File: src/rtl/hack_kbd_pkg.sv
// Shared types and constants for the Hack keyboard controller.
//   rx_state_e : PS/2 receiver FSM state encoding
//   PS2_EXT/BRK: set-2 prefix bytes (extended, break)
//   KEY_*      : Hack special key codes (128-152)
package hack_kbd_pkg;

  localparam int unsigned BYTE_W = 8;

  typedef enum logic [1:0] {
    RX_IDLE   = 2'd0,
    RX_DATA   = 2'd1,
    RX_PARITY = 2'd2,
    RX_STOP   = 2'd3
  } rx_state_e;

  localparam logic [BYTE_W-1:0] PS2_EXT = 8'hE0;
  localparam logic [BYTE_W-1:0] PS2_BRK = 8'hF0;

  localparam logic [BYTE_W-1:0] KEY_NONE   = 8'd0;
  localparam logic [BYTE_W-1:0] KEY_ENTER  = 8'd128;
  localparam logic [BYTE_W-1:0] KEY_BKSP   = 8'd129;
  localparam logic [BYTE_W-1:0] KEY_LEFT   = 8'd130;
  localparam logic [BYTE_W-1:0] KEY_UP     = 8'd131;
  localparam logic [BYTE_W-1:0] KEY_RIGHT  = 8'd132;
  localparam logic [BYTE_W-1:0] KEY_DOWN   = 8'd133;
  localparam logic [BYTE_W-1:0] KEY_HOME   = 8'd134;
  localparam logic [BYTE_W-1:0] KEY_END    = 8'd135;
  localparam logic [BYTE_W-1:0] KEY_PGUP   = 8'd136;
  localparam logic [BYTE_W-1:0] KEY_PGDN   = 8'd137;
  localparam logic [BYTE_W-1:0] KEY_INSERT = 8'd138;
  localparam logic [BYTE_W-1:0] KEY_DELETE = 8'd139;
  localparam logic [BYTE_W-1:0] KEY_ESC    = 8'd140;
  localparam logic [BYTE_W-1:0] KEY_F1     = 8'd141;
  localparam logic [BYTE_W-1:0] KEY_F2     = 8'd142;
  localparam logic [BYTE_W-1:0] KEY_F3     = 8'd143;
  localparam logic [BYTE_W-1:0] KEY_F4     = 8'd144;
  localparam logic [BYTE_W-1:0] KEY_F5     = 8'd145;
  localparam logic [BYTE_W-1:0] KEY_F6     = 8'd146;
  localparam logic [BYTE_W-1:0] KEY_F7     = 8'd147;
  localparam logic [BYTE_W-1:0] KEY_F8     = 8'd148;
  localparam logic [BYTE_W-1:0] KEY_F9     = 8'd149;
  localparam logic [BYTE_W-1:0] KEY_F10    = 8'd150;
  localparam logic [BYTE_W-1:0] KEY_F11    = 8'd151;
  localparam logic [BYTE_W-1:0] KEY_F12    = 8'd152;

endpackage

File: src/rtl/ps2_rx.sv
// PS/2 frame receiver: synchronizes the raw lines, deframes start/8 data/
// odd parity/stop on ps2_clk falling edges and abandons stalled frames.
//   clk, rst_n   : system clock, async active-low reset
//   ps2_clk_i    : raw PS/2 clock (asynchronous)
//   ps2_data_i   : raw PS/2 data (asynchronous)
//   byte_o       : last accepted byte
//   byte_valid_o : one-cycle pulse when byte_o is freshly accepted
//   frame_err_o  : one-cycle pulse on a discarded frame
module ps2_rx
  import hack_kbd_pkg::*;
#(
  parameter int unsigned TIMEOUT_CYCLES = 100000
) (
  input  logic              clk,
  input  logic              rst_n,
  input  logic              ps2_clk_i,
  input  logic              ps2_data_i,
  output logic [BYTE_W-1:0] byte_o,
  output logic              byte_valid_o,
  output logic              frame_err_o
);

  localparam int unsigned CNT_W = $clog2(TIMEOUT_CYCLES + 1);

  logic [1:0]        clk_sync_q, data_sync_q;
  logic              clk_prev_q;
  rx_state_e         state_q, state_d;
  logic [2:0]        bit_cnt_q, bit_cnt_d;
  logic [BYTE_W-1:0] shift_q, shift_d;
  logic              par_q, par_d;
  logic [CNT_W-1:0]  cnt_q, cnt_d;
  logic [BYTE_W-1:0] byte_q, byte_d;
  logic              valid_q, valid_d;
  logic              err_q, err_d;
  logic              fall_c, data_c;

  assign fall_c = clk_prev_q & ~clk_sync_q[1];
  assign data_c = data_sync_q[1];

  // Synchronizers and receiver state
  always_ff @(posedge clk or negedge rst_n) begin
    if (!rst_n) begin
      clk_sync_q  <= 2'b11;
      data_sync_q <= 2'b11;
      clk_prev_q  <= 1'b1;
      state_q     <= RX_IDLE;
      bit_cnt_q   <= 3'd0;
      shift_q     <= '0;
      par_q       <= 1'b0;
      cnt_q       <= '0;
      byte_q      <= '0;
      valid_q     <= 1'b0;
      err_q       <= 1'b0;
    end else begin
      clk_sync_q  <= {clk_sync_q[0], ps2_clk_i};
      data_sync_q <= {data_sync_q[0], ps2_data_i};
      clk_prev_q  <= clk_sync_q[1];
      state_q     <= state_d;
      bit_cnt_q   <= bit_cnt_d;
      shift_q     <= shift_d;
      par_q       <= par_d;
      cnt_q       <= cnt_d;
      byte_q      <= byte_d;
      valid_q     <= valid_d;
      err_q       <= err_d;
    end
  end

  // Next-state: deframing, parity/stop check and stall timeout
  always_comb begin
    state_d   = state_q;
    bit_cnt_d = bit_cnt_q;
    shift_d   = shift_q;
    par_d     = par_q;
    cnt_d     = cnt_q;
    byte_d    = byte_q;
    valid_d   = 1'b0;
    err_d     = 1'b0;

    if (fall_c || state_q == RX_IDLE) begin
      cnt_d = '0;
    end else if (cnt_q != CNT_W'(TIMEOUT_CYCLES)) begin
      cnt_d = cnt_q + CNT_W'(1);
    end

    // This cycle would be the TIMEOUT_CYCLES-th in a row without an edge
    if (state_q != RX_IDLE && !fall_c && cnt_q == CNT_W'(TIMEOUT_CYCLES - 1)) begin
      state_d = RX_IDLE;
      err_d   = 1'b1;
    end else if (fall_c) begin
      unique case (state_q)
        RX_IDLE: begin
          if (!data_c) begin
            state_d   = RX_DATA;
            bit_cnt_d = 3'd0;
          end
        end
        RX_DATA: begin
          shift_d   = {data_c, shift_q[BYTE_W-1:1]};
          bit_cnt_d = bit_cnt_q + 3'd1;
          if (bit_cnt_q == 3'd7) state_d = RX_PARITY;
        end
        RX_PARITY: begin
          par_d   = data_c;
          state_d = RX_STOP;
        end
        RX_STOP: begin
          state_d = RX_IDLE;
          if (data_c && (^{shift_q, par_q})) begin
            byte_d  = shift_q;
            valid_d = 1'b1;
          end else begin
            err_d = 1'b1;
          end
        end
        default: state_d = RX_IDLE;
      endcase
    end
  end

  assign byte_o       = byte_q;
  assign byte_valid_o = valid_q;
  assign frame_err_o  = err_q;

endmodule

File: src/rtl/hack_keyboard.sv
// PS/2 set-2 keyboard to Hack key code. Tracks E0/F0 prefixes and holds the
// code of the most recently pressed, still-held key.
//   clk, reset    : system clock, async active-low reset
//   ps2_clk/data  : raw PS/2 lines
//   hack_scancode : Hack code of the held key, 0 when none
//   frame_err     : one-cycle pulse per discarded frame
module hack_keyboard
  import hack_kbd_pkg::*;
#(
  parameter int unsigned TIMEOUT_CYCLES = 100000
) (
  input  logic              clk,
  input  logic              reset,
  input  logic              ps2_clk,
  input  logic              ps2_data,
  output logic [BYTE_W-1:0] hack_scancode,
  output logic              frame_err
);

  logic [BYTE_W-1:0] rx_byte, mapped_c, code_q, code_d;
  logic              rx_valid, rx_err;
  logic              ext_q, ext_d, brk_q, brk_d;

  ps2_rx #(.TIMEOUT_CYCLES(TIMEOUT_CYCLES)) u_rx (
    .clk          (clk),
    .rst_n        (reset),
    .ps2_clk_i    (ps2_clk),
    .ps2_data_i   (ps2_data),
    .byte_o       (rx_byte),
    .byte_valid_o (rx_valid),
    .frame_err_o  (rx_err)
  );

  // Set-2 code (plus extended flag) to Hack code; keypad digits count as digits
  function automatic logic [BYTE_W-1:0] map_code(input logic [BYTE_W-1:0] sc, input logic ext);
    logic [BYTE_W-1:0] hc;
    hc = KEY_NONE;
    if (ext) begin
      case (sc)
        8'h6B: hc = KEY_LEFT;    8'h75: hc = KEY_UP;
        8'h74: hc = KEY_RIGHT;   8'h72: hc = KEY_DOWN;
        8'h6C: hc = KEY_HOME;    8'h69: hc = KEY_END;
        8'h7D: hc = KEY_PGUP;    8'h7A: hc = KEY_PGDN;
        8'h70: hc = KEY_INSERT;  8'h71: hc = KEY_DELETE;
        8'h5A: hc = KEY_ENTER;
        default: hc = KEY_NONE;
      endcase
    end else begin
      case (sc)
        8'h1C: hc = 8'd65; 8'h32: hc = 8'd66; 8'h21: hc = 8'd67; 8'h23: hc = 8'd68;
        8'h24: hc = 8'd69; 8'h2B: hc = 8'd70; 8'h34: hc = 8'd71; 8'h33: hc = 8'd72;
        8'h43: hc = 8'd73; 8'h3B: hc = 8'd74; 8'h42: hc = 8'd75; 8'h4B: hc = 8'd76;
        8'h3A: hc = 8'd77; 8'h31: hc = 8'd78; 8'h44: hc = 8'd79; 8'h4D: hc = 8'd80;
        8'h15: hc = 8'd81; 8'h2D: hc = 8'd82; 8'h1B: hc = 8'd83; 8'h2C: hc = 8'd84;
        8'h3C: hc = 8'd85; 8'h2A: hc = 8'd86; 8'h1D: hc = 8'd87; 8'h22: hc = 8'd88;
        8'h35: hc = 8'd89; 8'h1A: hc = 8'd90;
        8'h45, 8'h70: hc = 8'd48;  8'h16, 8'h69: hc = 8'd49;
        8'h1E, 8'h72: hc = 8'd50;  8'h26, 8'h7A: hc = 8'd51;
        8'h25, 8'h6B: hc = 8'd52;  8'h2E, 8'h73: hc = 8'd53;
        8'h36, 8'h74: hc = 8'd54;  8'h3D, 8'h6C: hc = 8'd55;
        8'h3E, 8'h75: hc = 8'd56;  8'h46, 8'h7D: hc = 8'd57;
        8'h29: hc = 8'd32;       8'h5A: hc = KEY_ENTER;
        8'h66: hc = KEY_BKSP;    8'h76: hc = KEY_ESC;
        8'h05: hc = KEY_F1;  8'h06: hc = KEY_F2;  8'h04: hc = KEY_F3;  8'h0C: hc = KEY_F4;
        8'h03: hc = KEY_F5;  8'h0B: hc = KEY_F6;  8'h83: hc = KEY_F7;  8'h0A: hc = KEY_F8;
        8'h01: hc = KEY_F9;  8'h09: hc = KEY_F10; 8'h78: hc = KEY_F11; 8'h07: hc = KEY_F12;
        default: hc = KEY_NONE;
      endcase
    end
    return hc;
  endfunction

  assign mapped_c = map_code(rx_byte, ext_q);

  always_ff @(posedge clk or negedge reset) begin
    if (!reset) begin
      code_q <= KEY_NONE;
      ext_q  <= 1'b0;
      brk_q  <= 1'b0;
    end else begin
      code_q <= code_d;
      ext_q  <= ext_d;
      brk_q  <= brk_d;
    end
  end

  // Prefix tracking and make/break hold; a break only releases the held key
  always_comb begin
    code_d = code_q;
    ext_d  = ext_q;
    brk_d  = brk_q;
    if (rx_err) begin
      ext_d = 1'b0;
      brk_d = 1'b0;
    end else if (rx_valid) begin
      if (rx_byte == PS2_EXT) begin
        ext_d = 1'b1;
      end else if (rx_byte == PS2_BRK) begin
        brk_d = 1'b1;
      end else begin
        ext_d = 1'b0;
        brk_d = 1'b0;
        if (mapped_c != KEY_NONE) begin
          if (!brk_q) code_d = mapped_c;
          else if (mapped_c == code_q) code_d = KEY_NONE;
        end
      end
    end
  end

  assign hack_scancode = code_q;
  assign frame_err     = rx_err;

endmodule

File: config.mk
export PLATFORM = sky130hd
export DESIGN_NAME = hack_keyboard
export DESIGN_NICKNAME = d
export VERILOG_FILES = /design/src/rtl/hack_kbd_pkg.sv /design/src/rtl/ps2_rx.sv /design/src/rtl/hack_keyboard.sv
export SDC_FILE = /design/constraint.sdc
export NUM_CORES = 1
export LEC_CHECK = 0
export ABC_AREA = 1
export BUFFER_PORTS_ARGS = -buffer_cell sky130_fd_sc_hd__buf_2
export CELL_PAD_IN_SITES_DETAIL_PLACEMENT = 1
export CELL_PAD_IN_SITES_GLOBAL_PLACEMENT = 1
export CORE_MARGIN = 2
export CORE_UTILIZATION = 40
export CTS_CLUSTER_SIZE = 10
export DETAILED_ROUTE_END_ITERATION = 8
export GPL_ROUTABILITY_DRIVEN = 0
export MAX_ROUTING_LAYER = met4
export PLACE_DENSITY_LB_ADDON = 0.1
export SLEW_MARGIN = 40
export SYNTH_ARGS = -nofsm -noshare
export SYNTH_HDL_FRONTEND = slang
export SYNTH_SLANG_ARGS = --single-unit
File: constraint.sdc
create_clock -name clk -period 2.45 [get_ports clk]
set_input_delay 0.49 -clock clk [delete_from_list [all_inputs] [get_ports clk]]
set_output_delay 0.49 -clock clk [all_outputs]
set_load 0.02 [all_outputs]
==> impl_table.tex <==
\begin{tabular}{lr}
\hline
Metric & Value \\
\hline
\multicolumn{2}{l}{\textbf{Layout}} \\
Synthesis-to-finish area growth & 36.3\% \\
Most frequent cells in the layout & nand2\_1 (155), buf\_4 (80), inv\_1 (60), nand3\_1 (56), dfrtp\_1 (46) \\
Utilization after layout & 56.8\% \\
Fraction of final layout cells sized beyond drive strength 1 & 35.0\% \\
Layout fillers & 1264 \\
Most common cell after layout, fill and taps aside & nand2\_1 \\
Diode insertion count for antenna repair & 0 \\
Final layout net count & 728 \\
\multicolumn{2}{l}{\textbf{Die}} \\
Placeable Area & 9860 um2 \\
Starting utilization of the core area & 41.6\% \\
Die Span Y & 105 um \\
Number of placed I/O pins & 13 \\
Placement Rows & 36 \\
Horizontal die dimension & 105 um \\
Die Footprint & 11100 um2 \\
\multicolumn{2}{l}{\textbf{Clock network}} \\
Clock transition at path regs & 0.11 ns \\
Number of buffers between clock root and the deepest sink & 2 \\
Number of buffers added by the clock tree synthesis step & 5 \\
Clock Latency Late Sink & 0.31 ns \\
TritonCTS clock tree & done \\
Root buffer cell & clkbuf\_8 \\
Number of H-tree branching levels & 2 \\
Clk sinks & 56 \\
Post-cts hold buffer count & 0 \\
\multicolumn{2}{l}{\textbf{Power and ir drop}} \\
Worst vdd rail ir drop & 0.419 mV \\
Leakage power summed over all cells & 2.67 nW \\
Power Density & 798 nW/um2 \\
\multicolumn{2}{l}{\textbf{STA}} \\
Unrepaired setup endpoints after global routing & true \\
Post-layout minimum cycle time & 2.49 ns \\
Worst slew pin tran & 0.542 ns \\
Portion of the clock cycle consumed by the worst path in the final layout & 102\% \\
Final worst clock skew & 0.0117 ns \\
Finish-stage setup viols & 8 \\
Final setup margin & -0.0432 ns \\
Maximum clock frequency & 401 MHz \\
Max-slew violation count & 0 \\
Total count of hold-check failures in the final report & 0 \\
Max-slew headroom & 63.9\% \\
\multicolumn{2}{l}{\textbf{Critical path}} \\
Capturing element of the worst setup path & hack\_scancode[4] \\
Reg2Reg Capture Point & hack\_scancode[4] \\
Critical path endpoint category & flop \\
Path type of the worst setup path & reg2reg \\
Number of buffers and inverters on the critical path & 3 \\
Arrival time worst endpoint & 2.70 ns \\
Total number of cells along the worst setup path & 17 \\
Worst path max stage delay & 0.46 ns \\
Max stage delay cell, worst path & dfrtp\_2 \\
R2R depth & 17 \\
Required time of the worst setup path & 2.66 ns \\
Worst R2R Setup Slack & -0.04 ns \\
R2r startpoint & u\_rx.byte\_o[1] \\
Max FO, Critical Path & 8 \\
Cell family contributing the most delay on the critical path & simple AND/OR/NAND/NOR gates \\
CP Launch Type & flop \\
Critical Path Source & u\_rx.byte\_o[1] \\
Ordered list of cells on the worst path & inv\_4 -> ha\_4 -> buf\_6 -> nand3\_4 -> buf\_6 -> nand3\_1 -> nand2\_1 -> nand2\_1 -> nand3\_2 -> nand3\_4 -> nand2\_2 -> nand2\_2 -> nor2\_4 -> a21oi\_4 -> nand3\_4 -> nand3\_2 -> nand2\_1 \\
\multicolumn{2}{l}{\textbf{Yosys}} \\
Seq cells post-synth & 56 \\
Yosys synthesis warning count & 0 \\
Count of mapped cells out of synthesis & 610 \\
Leading register cell type out of synthesis & dfrtp\_1 \\
Async S/R FF share, synth & 100\% \\
Number of different library cells in the post-synthesis netlist & 40 \\
Synthesized area & 4110 um2 \\
Mean post-synth cell area & 6.73 um2 \\
Number of enable flip-flop cells after synthesis & 0 \\
Proportion of synthesized chip area in sequential cells & 34.3\% \\
Mapped Nets & 630 \\
\multicolumn{2}{l}{\textbf{Global route}} \\
Global Route Usage Sum & 27.0\% \\
Largest net degree at the start of global routing & 25 \\
Via count of the first global-routing pass & 4983 \\
Antenna violations before repair & 0 \\
Overflow left after global routing & 0 \\
Wire length of the first global-routing pass & 23.6 mm \\
\multicolumn{2}{l}{\textbf{Place}} \\
DP Worst Slack & -0.222 ns \\
Port buffer count & 12 \\
Placed wire-length estimate & 10.7 mm \\
\multicolumn{2}{l}{\textbf{Route}} \\
Max Used Layer & met4 \\
Detail-routed net length per standard cell & 17.8 um \\
Routed metal-1 wire length & 6.05 mm \\
Vias per inst & 5.49 \\
Metal2 WL & 8.00 mm \\
Total wirelength of the detailed-routed design & 15.0 mm \\
Post-detailed-route DRC marker count & 0 \\
Overall via count from detail\_route & 4624 \\
Antenna Violating Nets Remaining & 0 \\
Drt first pass iters & 4 \\
1st-iter DRT viols & 216 \\
WL met3 & 417 um \\
\multicolumn{2}{l}{\textbf{Status}} \\
Violated checks & setup timing \\
Outcome & finished, violations left \\
\multicolumn{2}{l}{\textbf{Flow run}} \\
Max-cap violation count & 0 \\
\multicolumn{2}{l}{\textbf{Hold path}} \\
Path class of the lowest-slack min-delay path & in2async \\
\hline
\end{tabular}
-- worst register-to-register path, cell delays in order, from the launching register on --
cell and delay (ns):
dfrtp_2 0.46, inv_4 0.11, ha_4 0.15, buf_6 0.13, nand3_4 0.11, buf_6 0.13
nand3_1 0.07, nand2_1 0.08, nand2_1 0.10, nand3_2 0.10, nand3_4 0.11, nand2_2 0.07
nand2_2 0.10, nor2_4 0.04, a21oi_4 0.27, nand3_4 0.19, nand3_2 0.11, nand2_1 0.06
-- state kept, by name, summed over array words and instances (netlist names), 2 cells and up --
register          count
u_rx.cnt_q           17
hack_scancode         8
u_rx.byte_o           8
u_rx.shift_q          8
u_rx.bit_cnt_q        3
u_rx.clk_sync_q       2
u_rx.data_sync_q      2
u_rx.state_q          2
-- cells in the mapped netlist, types with 2 or more instances --
master | number | area, um2
o21ai_0 | 38 | 190
xnor2_1 | 4 | 35.0
a21oi_1 | 24 | 120
nand2_1 | 194 | 728
inv_2 | 5 | 18.8
a21oi_2 | 3 | 26.3
clkbuf_1 | 3 | 11.3
nand4_1 | 14 | 87.6
nand3_1 | 80 | 400
buf_6 | 5 | 56.3
nor4_1 | 4 | 25.0
o21ai_1 | 3 | 15.0
nor2_2 | 5 | 31.3
ha_1 | 16 | 200
or2_0 | 2 | 12.5
inv_1 | 69 | 259
nand2_2 | 2 | 12.5
buf_4 | 3 | 22.5
xor2_1 | 4 | 35.0
nor3_1 | 11 | 55.1
buf_2 | 5 | 25.0
dfrtp_1 | 51 | 1280
a32o_1 | 2 | 20.0
nand3b_1 | 4 | 30.0
nor2_1 | 37 | 139
a211oi_1 | 4 | 30.0
dfstp_2 | 5 | 131
-- stage by stage --
stage / cells / TNS, ns / total power [mW] / hold slack (ns) / cell area, um2
final: 842 / -0.217 / 4.47 / 0.143 / 5600
after global routing: 842 / -1.05 / 4.84 / 0.178 / 5600
after CTS: 831 / 0 / 4.02 / 0.157 / 5090
after detailed placement: 816 / -1.64 / 3.40 / 0.350 / 4810
after global placement: 816 / -1.35 / 3.31 / 0.346 / 4810
after floorplan: 610 / 0 / 2.49 / 0.194 / 4110
-- power by group --
group          total, mW  switching [mW]  leakage (nW)  internal [mW]
clock network      0.539           0.330        0.0423          0.209
logic               2.66            1.53          1.89           1.13
registers           1.27           0.178         0.742           1.09
-- layer usage --
layer	vias to the layer above	global-route usage, %
met5	-	-
met4	0	9.90
met3	44	2.91
met2	95	49.0
met1	2302	30.4
li1	2183	-
-- kinds of logic after synthesis --
kind of cell	share of synthesized area (%)
compound gates	10.9
xor+xnor	1.71
fa+ha+maj	4.87
buf+inv	9.87
flops	34.3
mux	0.274
simple gates	38.1
-- worst min-delay path by stage --
stage,start,end,depth (start not counted)
final,reset,u_rx.cnt_q[2],1
after global routing,reset,u_rx.cnt_q[3],1
after floorplan,reset,brk_q,0
after global placement,u_rx.data_sync_q[0],u_rx.data_sync_q[1],0
after detailed placement,u_rx.data_sync_q[0],u_rx.data_sync_q[1],0
after CTS,reset,u_rx.cnt_q[15],1
-- area by class of cell --
cell class                 instances  area (um2)  area share [%]
inverter                          76         303            5.41
tap                              133         166            2.97
clock inverter                     3        26.3           0.469
sequential                        56        1410            25.2
timing repair buffer             106         827            14.8
clock buffer                       5        68.8            1.23
multi-input combinational        463        2800            49.9
-- what timing repair did --
action | 4_1_cts | 5_1_grt
hold endpoints to repair | 0 | 0
setup endpoints to repair | 8 | 10
buffers inserted | 6 | 11
gates cloned | 1 | 0
pin swaps | 5 | 57
resized for setup | 33 | 124
No activity file was read; power rests on OpenSTA's default activity.
